## src/rtl/mem_copy_engine.sv

```systemverilog
// Word-by-word memory copy engine. Each word is read into a buffer in one
// cycle, then written to the destination in the next (ascending, forward copy).
module mem_copy_engine #(
  parameter int LEN_W = 12
) (
  input  logic             clk,
  input  logic             rst_n,
  input  logic             start,
  input  logic [31:0]      src,
  input  logic [31:0]      dst,
  input  logic [LEN_W-1:0] len,
  output logic             busy,
  output logic             done,
  output logic [LEN_W-1:0] count,
  output logic [31:0]      mem_a,
  output logic             mem_we,
  output logic [31:0]      mem_wd,
  input  logic [31:0]      mem_rd
);

  typedef enum logic [1:0] {
    IDLE  = 2'd0,
    READ  = 2'd1,
    WRITE = 2'd2,
    DONE  = 2'd3
  } state_t;

  state_t           state_q, state_d;
  logic [31:0]      src_q, dst_q, buf_q;
  logic [LEN_W-1:0] len_q, i_q, count_q;
  logic [31:0]      i_off;
  logic             last_word;

  assign i_off     = 32'(i_q) << 2;
  assign last_word = (i_q == (len_q - LEN_W'(1)));

  always_ff @(posedge clk or negedge rst_n) begin
    if (!rst_n) begin
      state_q <= IDLE;
      src_q   <= '0;
      dst_q   <= '0;
      len_q   <= '0;
      i_q     <= '0;
      count_q <= '0;
      buf_q   <= '0;
    end else begin
      state_q <= state_d;
      case (state_q)
        IDLE: begin
          if (start) begin
            src_q   <= src;
            dst_q   <= dst;
            len_q   <= len;
            i_q     <= '0;
            count_q <= '0;
          end
        end
        READ:  buf_q <= mem_rd;
        WRITE: begin
          count_q <= count_q + LEN_W'(1);
          if (!last_word) i_q <= i_q + LEN_W'(1);
        end
        default: ;
      endcase
    end
  end

  always_comb begin
    state_d = state_q;
    case (state_q)
      IDLE: begin
        if (start) state_d = (len == '0) ? DONE : READ;
      end
      READ:  state_d = WRITE;
      WRITE: state_d = last_word ? DONE : READ;
      DONE:  state_d = IDLE;
      default: state_d = IDLE;
    endcase
  end

  // Outputs depend only on state and registers, so reset clears them at once.
  always_comb begin
    mem_a  = '0;
    mem_we = 1'b0;
    mem_wd = '0;
    busy   = 1'b0;
    done   = 1'b0;
    case (state_q)
      READ: begin
        busy  = 1'b1;
        mem_a = (src_q + i_off) & 32'hFFFF_FFFC;
      end
      WRITE: begin
        busy   = 1'b1;
        mem_we = 1'b1;
        mem_a  = (dst_q + i_off) & 32'hFFFF_FFFC;
        mem_wd = buf_q;
      end
      DONE: done = 1'b1;
      default: ;
    endcase
  end

  assign count = count_q;

endmodule

```

## config.mk

```make
export PLATFORM = sky130hd
export DESIGN_NAME = mem_copy_engine
export DESIGN_NICKNAME = d
export VERILOG_FILES = /design/src/rtl/mem_copy_engine.sv
export SDC_FILE = /design/constraint.sdc
export NUM_CORES = 1
export LEC_CHECK = 0
export BUFFER_PORTS_ARGS = -buffer_cell sky130_fd_sc_hd__buf_2
export CORE_ASPECT_RATIO = 0.6
export CORE_UTILIZATION = 48
export DETAILED_ROUTE_END_ITERATION = 8
export PLACE_DENSITY = 0.73
export SETUP_SLACK_MARGIN = 0.4
export SLEW_MARGIN = 20
export SYNTH_ARGS = -nofsm -noshare
export SYNTH_HDL_FRONTEND = slang
export SYNTH_SLANG_ARGS = --single-unit
```

## constraint.sdc

```tcl
create_clock -name clk -period 4.5 [get_ports clk]
set_input_delay 0.225 -clock clk [delete_from_list [all_inputs] [get_ports clk]]
set_output_delay 0.225 -clock clk [all_outputs]
set_load 0.02 [all_outputs]
```

==> impl_results.html <==
<table>
<tr><th>Metric</th><th>Value</th></tr>
<tr><th colspan="2">Placement</th></tr>
<tr><td>Half-perimeter wire length after placement</td><td>12340 µm</td></tr>
<tr><td>Total placed instance area</td><td>8387 µm²</td></tr>
<tr><td>Weighted congestion at the end of routability-driven global placement</td><td>0.8195</td></tr>
<tr><td>Count of input and output buffers</td><td>183</td></tr>
<tr><th colspan="2">Logic synthesis</th></tr>
<tr><td>Post-Synthesis Mean Instance Area</td><td>11.13 µm²</td></tr>
<tr><td>Count of synthesis-stage warnings from yosys</td><td>0</td></tr>
<tr><td>Register area share after synthesis</td><td>44.63%</td></tr>
<tr><td>Synth Cell Area</td><td>7289 µm²</td></tr>
<tr><td>Flip-flop and latch count after synthesis</td><td>130</td></tr>
<tr><td>Post-synthesis async set-or-reset flop share</td><td>100.0%</td></tr>
<tr><td>Number of flops mapped to enable cells by yosys</td><td>0</td></tr>
<tr><td>Number of different library cells in the post-synthesis netlist</td><td>53</td></tr>
<tr><td>Post-synthesis instance total</td><td>655</td></tr>
<tr><td>Prevailing post-synth register cell</td><td>dfrtp_1</td></tr>
<tr><th colspan="2">Global route</th></tr>
<tr><td>Global-route total usage across every layer</td><td>23.26%</td></tr>
<tr><td>Number of global-route vias before repair</td><td>5723</td></tr>
<tr><td>Pin count of the biggest net entering global routing</td><td>79</td></tr>
<tr><td>Number of antenna violations at the first check in global routing</td><td>0</td></tr>
<tr><td>Global-route wire length before repair</td><td>28800 µm</td></tr>
<tr><td>Overall overflow remaining after global route</td><td>0</td></tr>
<tr><th colspan="2">STA</th></tr>
<tr><td>Post-route minimum period</td><td>3.904 ns</td></tr>
<tr><td>Final worst clock skew</td><td>0.01519 ns</td></tr>
<tr><td>Hold slack final</td><td>0.04205 ns</td></tr>
<tr><td>Slew margin rel.</td><td>25.96%</td></tr>
<tr><td>Post-Route Setup TNS</td><td>0 ns</td></tr>
<tr><td>Final cycle utilization of the critical path</td><td>86.76%</td></tr>
<tr><td>Final hold violation count</td><td>0</td></tr>
<tr><td>Slew of the pin with the lowest slew margin</td><td>1.111 ns</td></tr>
<tr><td>Top achievable clock speed</td><td>256.1 MHz</td></tr>
<tr><td>Pins Over Slew Limit</td><td>0</td></tr>
<tr><td>Setup repair after global routing missed its margin</td><td>no</td></tr>
<tr><td>Final setup violation count</td><td>0</td></tr>
<tr><th colspan="2">Route</th></tr>
<tr><td>Detailed-route via count</td><td>5721</td></tr>
<tr><td>DRC marker count from the first detailed-route iteration</td><td>263</td></tr>
<tr><td>Mean routed wirelength per cell</td><td>16.87 µm</td></tr>
<tr><td>Remaining design rule violation count</td><td>0</td></tr>
<tr><td>Detail Route Antenna Nets</td><td>0</td></tr>
<tr><td>Number of iterations in the first detailed-routing pass</td><td>5</td></tr>
<tr><td>Detailed Route WL</td><td>17740 µm</td></tr>
<tr><td>Vias per cell</td><td>5.438</td></tr>
<tr><th colspan="2">Power</th></tr>
<tr><td>Net switching power</td><td>2.784 mW</td></tr>
<tr><td>Cell leakage power</td><td>4.238 nW</td></tr>
<tr><td>Internal power</td><td>4.118 mW</td></tr>
<tr><td>Sw frac</td><td>40.33%</td></tr>
<tr><td>Relative contribution of combinational cells to total power</td><td>50.0%</td></tr>
<tr><td>Power per cell area</td><td>755.3 nW/µm²</td></tr>
<tr><td>Highest ir drop seen on vdd</td><td>468.8 µV</td></tr>
<tr><td>Fraction of power consumed by the clock network</td><td>19.9%</td></tr>
<tr><td>Overall Power</td><td>6.902 mW</td></tr>
<tr><td>Power share of the sequential group</td><td>30.1%</td></tr>
<tr><th colspan="2">Layout</th></tr>
<tr><td>Share of cells above drive strength 1</td><td>43.02%</td></tr>
<tr><td>Area overhead of the layout relative to synthesis</td><td>25.37%</td></tr>
<tr><td>Top library cells by usage in the layout, fill and taps aside</td><td>182 x buf_2, 130 x dfrtp_1, 117 x mux2_2</td></tr>
<tr><td>Most common cell after layout, fill and taps aside</td><td>buf_2</td></tr>
<tr><td>Total of fill cells in the finished design</td><td>1162</td></tr>
<tr><td>Final Net Count</td><td>972</td></tr>
<tr><td>Post-route design area</td><td>9139 µm²</td></tr>
<tr><th colspan="2">Clocking</th></tr>
<tr><td>CTS Buffer Depth</td><td>2</td></tr>
<tr><td>CTS tree</td><td>built</td></tr>
<tr><td>CTS Buf Count</td><td>17</td></tr>
<tr><td>CTS sink cnt</td><td>130</td></tr>
<tr><td>Maximum level of the CTS H-tree</td><td>4</td></tr>
<tr><td>Clock transition at the registers of the reported paths</td><td>0.06 ns</td></tr>
<tr><td>Root buffer cell</td><td>clkbuf_16</td></tr>
<tr><td>Clock latency on the worst-skew pair</td><td>0.41 ns</td></tr>
<tr><th colspan="2">Floorplanning</th></tr>
<tr><td>Die Width</td><td>161.1 µm</td></tr>
<tr><td>Core Region</td><td>14680 µm²</td></tr>
<tr><td>Starting utilization of the core area</td><td>49.67%</td></tr>
<tr><td>Total Die Area</td><td>15700 µm²</td></tr>
<tr><td>Number of core rows</td><td>34</td></tr>
<tr><td>Number of top-level pins</td><td>190</td></tr>
<tr><td>Vertical die dimension</td><td>97.46 µm</td></tr>
<tr><th colspan="2">Flow run</th></tr>
<tr><td>Number of max-cap violations</td><td>0</td></tr>
<tr><th colspan="2">Worst setup path</th></tr>
<tr><td>Crit. End Element</td><td>output port</td></tr>
<tr><td>Maximum fanout encountered on the critical timing path</td><td>5</td></tr>
<tr><td>Setup Crit Path Kind</td><td>reg2out</td></tr>
<tr><td>Worst Setup Start Kind</td><td>flip-flop</td></tr>
<tr><td>Required time at the endpoint of the critical path</td><td>4.28 ns</td></tr>
<tr><td>Data arrival time at the worst-slack endpoint</td><td>3.68 ns</td></tr>
<tr><td>Number of cells on the worst reg-to-reg path</td><td>10</td></tr>
<tr><th colspan="2">Min path</th></tr>
<tr><td>Worst min-delay path category</td><td>in2reg</td></tr>
<tr><td>Worst hold path depth</td><td>2</td></tr>
<tr><th colspan="2">Outcome</th></tr>
<tr><td>Status</td><td>finished clean</td></tr>
</table>
metrics by stage:
step	cells	worst slack, ns	util [%]
global route	1051	0.3834	62.25
detailed placement	1010	0.5679	57.14
CTS	1048	0.3919	61.62
global placement	1010	0.6539	57.14
finish	1052	0.5959	62.27
floorplan	656	0.4357	-
final timing paths:
kind	endpoint	from	slack (ns)
max	mem_a[29]	state_q[0]$_DFFE_PN0P_	0.60
min	dst_q[22]$_DFFE_PN0P_	dst[22]	0.04
max reg2reg	i_q[0]$_DFFE_PN0P_	state_q[0]$_DFFE_PN0P_	1.05
min reg2reg	buf_q[4]$_DFFE_PN0P_	buf_q[4]$_DFFE_PN0P_	0.50
max in group asynchronous	buf_q[12]$_DFFE_PN0P_	rst_n	2.94
min in group asynchronous	src_q[2]$_DFFE_PN0P_	rst_n	0.42
power by group through the flow:
| stage | registers, mW | clock network (mW) | logic [mW] |
|---|---|---|---|
| global placement | 2.05 | 0 | 3.24 |
| CTS | 2.07 | 1.40 | 3.42 |
| finish | 2.07 | 1.38 | 3.45 |
| floorplan | 1.97 | 0 | 2.51 |
| global route | 2.15 | 1.46 | 3.75 |
| detailed placement | 2.09 | 0 | 3.34 |
critical path, cell delays in order, from the launching register on:
cell and delay, ns:
dfrtp_1 0.42, inv_2 0.10, ha_4 0.23, buf_12 0.13, mux2_2 0.35, ha_1 0.37, nand3_1 0.11, o21ai_1 0.41
a211oi_2 0.16, buf_4 0.19, buf_4 0.14, or3_1 0.30, and3_1 0.18, buf_2 0.16
layer usage:
| layer | share of wire (%) | GRT usage, % | up-vias |
|---|---|---|---|
| met2 | 45 | 36.74 | 202 |
| met1 | 48 | 32.04 | 2779 |
| li1 | - | - | 2726 |
| met4 | 0.81 | 5.951 | 0 |
| met3 | 6.7 | 5.676 | 14 |
| met5 | 0 | 0 | - |
state kept, by name, indices dropped and copies added, names as in the netlist:
register  count
buf_q        32
count        12
dst_q        30
i_q          12
len_q        12
src_q        30
state_q       2
layout make-up:
| cell class | count | area [µm²] | area share [%] |
|---|---|---|---|
| Inverter | 7 | 26.28 | 0.2875 |
| Timing Repair Buffer | 199 | 1072 | 11.73 |
| Sequential cell | 130 | 3253 | 35.60 |
| Multi-Input combinational cell | 485 | 3949 | 43.21 |
| Antenna cell | 1 | 2.502 | 0.02738 |
| Clock buffer | 21 | 460.4 | 5.038 |
| Clock inverter | 11 | 127.6 | 1.396 |
| Tap cell | 198 | 247.7 | 2.711 |
repair_timing:
item,4_1_cts,5_1_grt
buffers inserted,5,2
gates resized for setup,2,18
hold endpoints to repair,77,0
pin swaps,0,3
setup endpoints to repair,21,20
cloned,0,1
hold buffers,1,0
cells by family after synthesis:
group / synth area share (%)
compound gates: 7.278
flops: 44.63
fa+ha+maj: 3.708
buf+inv: 2.506
mux: 20.89
other cells: 0.05144
simple gates: 16.01
xor+xnor: 4.926
cell usage after synthesis, types with 2 or more instances:
cell type  count  area share [%]
mux2i_1       19             2.6
a211o_1        2            0.24
nand2_1       27             1.4
a21o_1         7            0.72
buf_6          2            0.31
and3_1        12             1.0
nor2b_1        3            0.26
or3_1         17             1.5
clkbuf_1      24             1.2
buf_2          2            0.14
or2_2          3            0.26
o21ai_1        6            0.41
o21ai_0       19             1.3
nor4_1         8            0.69
xnor2_1       25             3.0
mux2_2       117              18
a22o_1         3            0.36
ha_1          20             3.4
a211oi_1       7            0.72
buf_1          3            0.15
or4_1          5            0.51
nand3b_1       7            0.72
nand3_1       11            0.76
nor3_1        12            0.82
buf_4          3            0.31
dfrtp_1      130              45
xor2_1        16             1.9
nand2b_1       5            0.43
inv_1          7            0.36
nand4_1        8            0.69
and2_1        58             5.0
nor3b_1        2            0.21
o31ai_1        4            0.41
nor2_1        16            0.82
nor4b_1        3            0.36
a21oi_1       25             1.7
No activity file was read; power rests on OpenSTA's default activity.
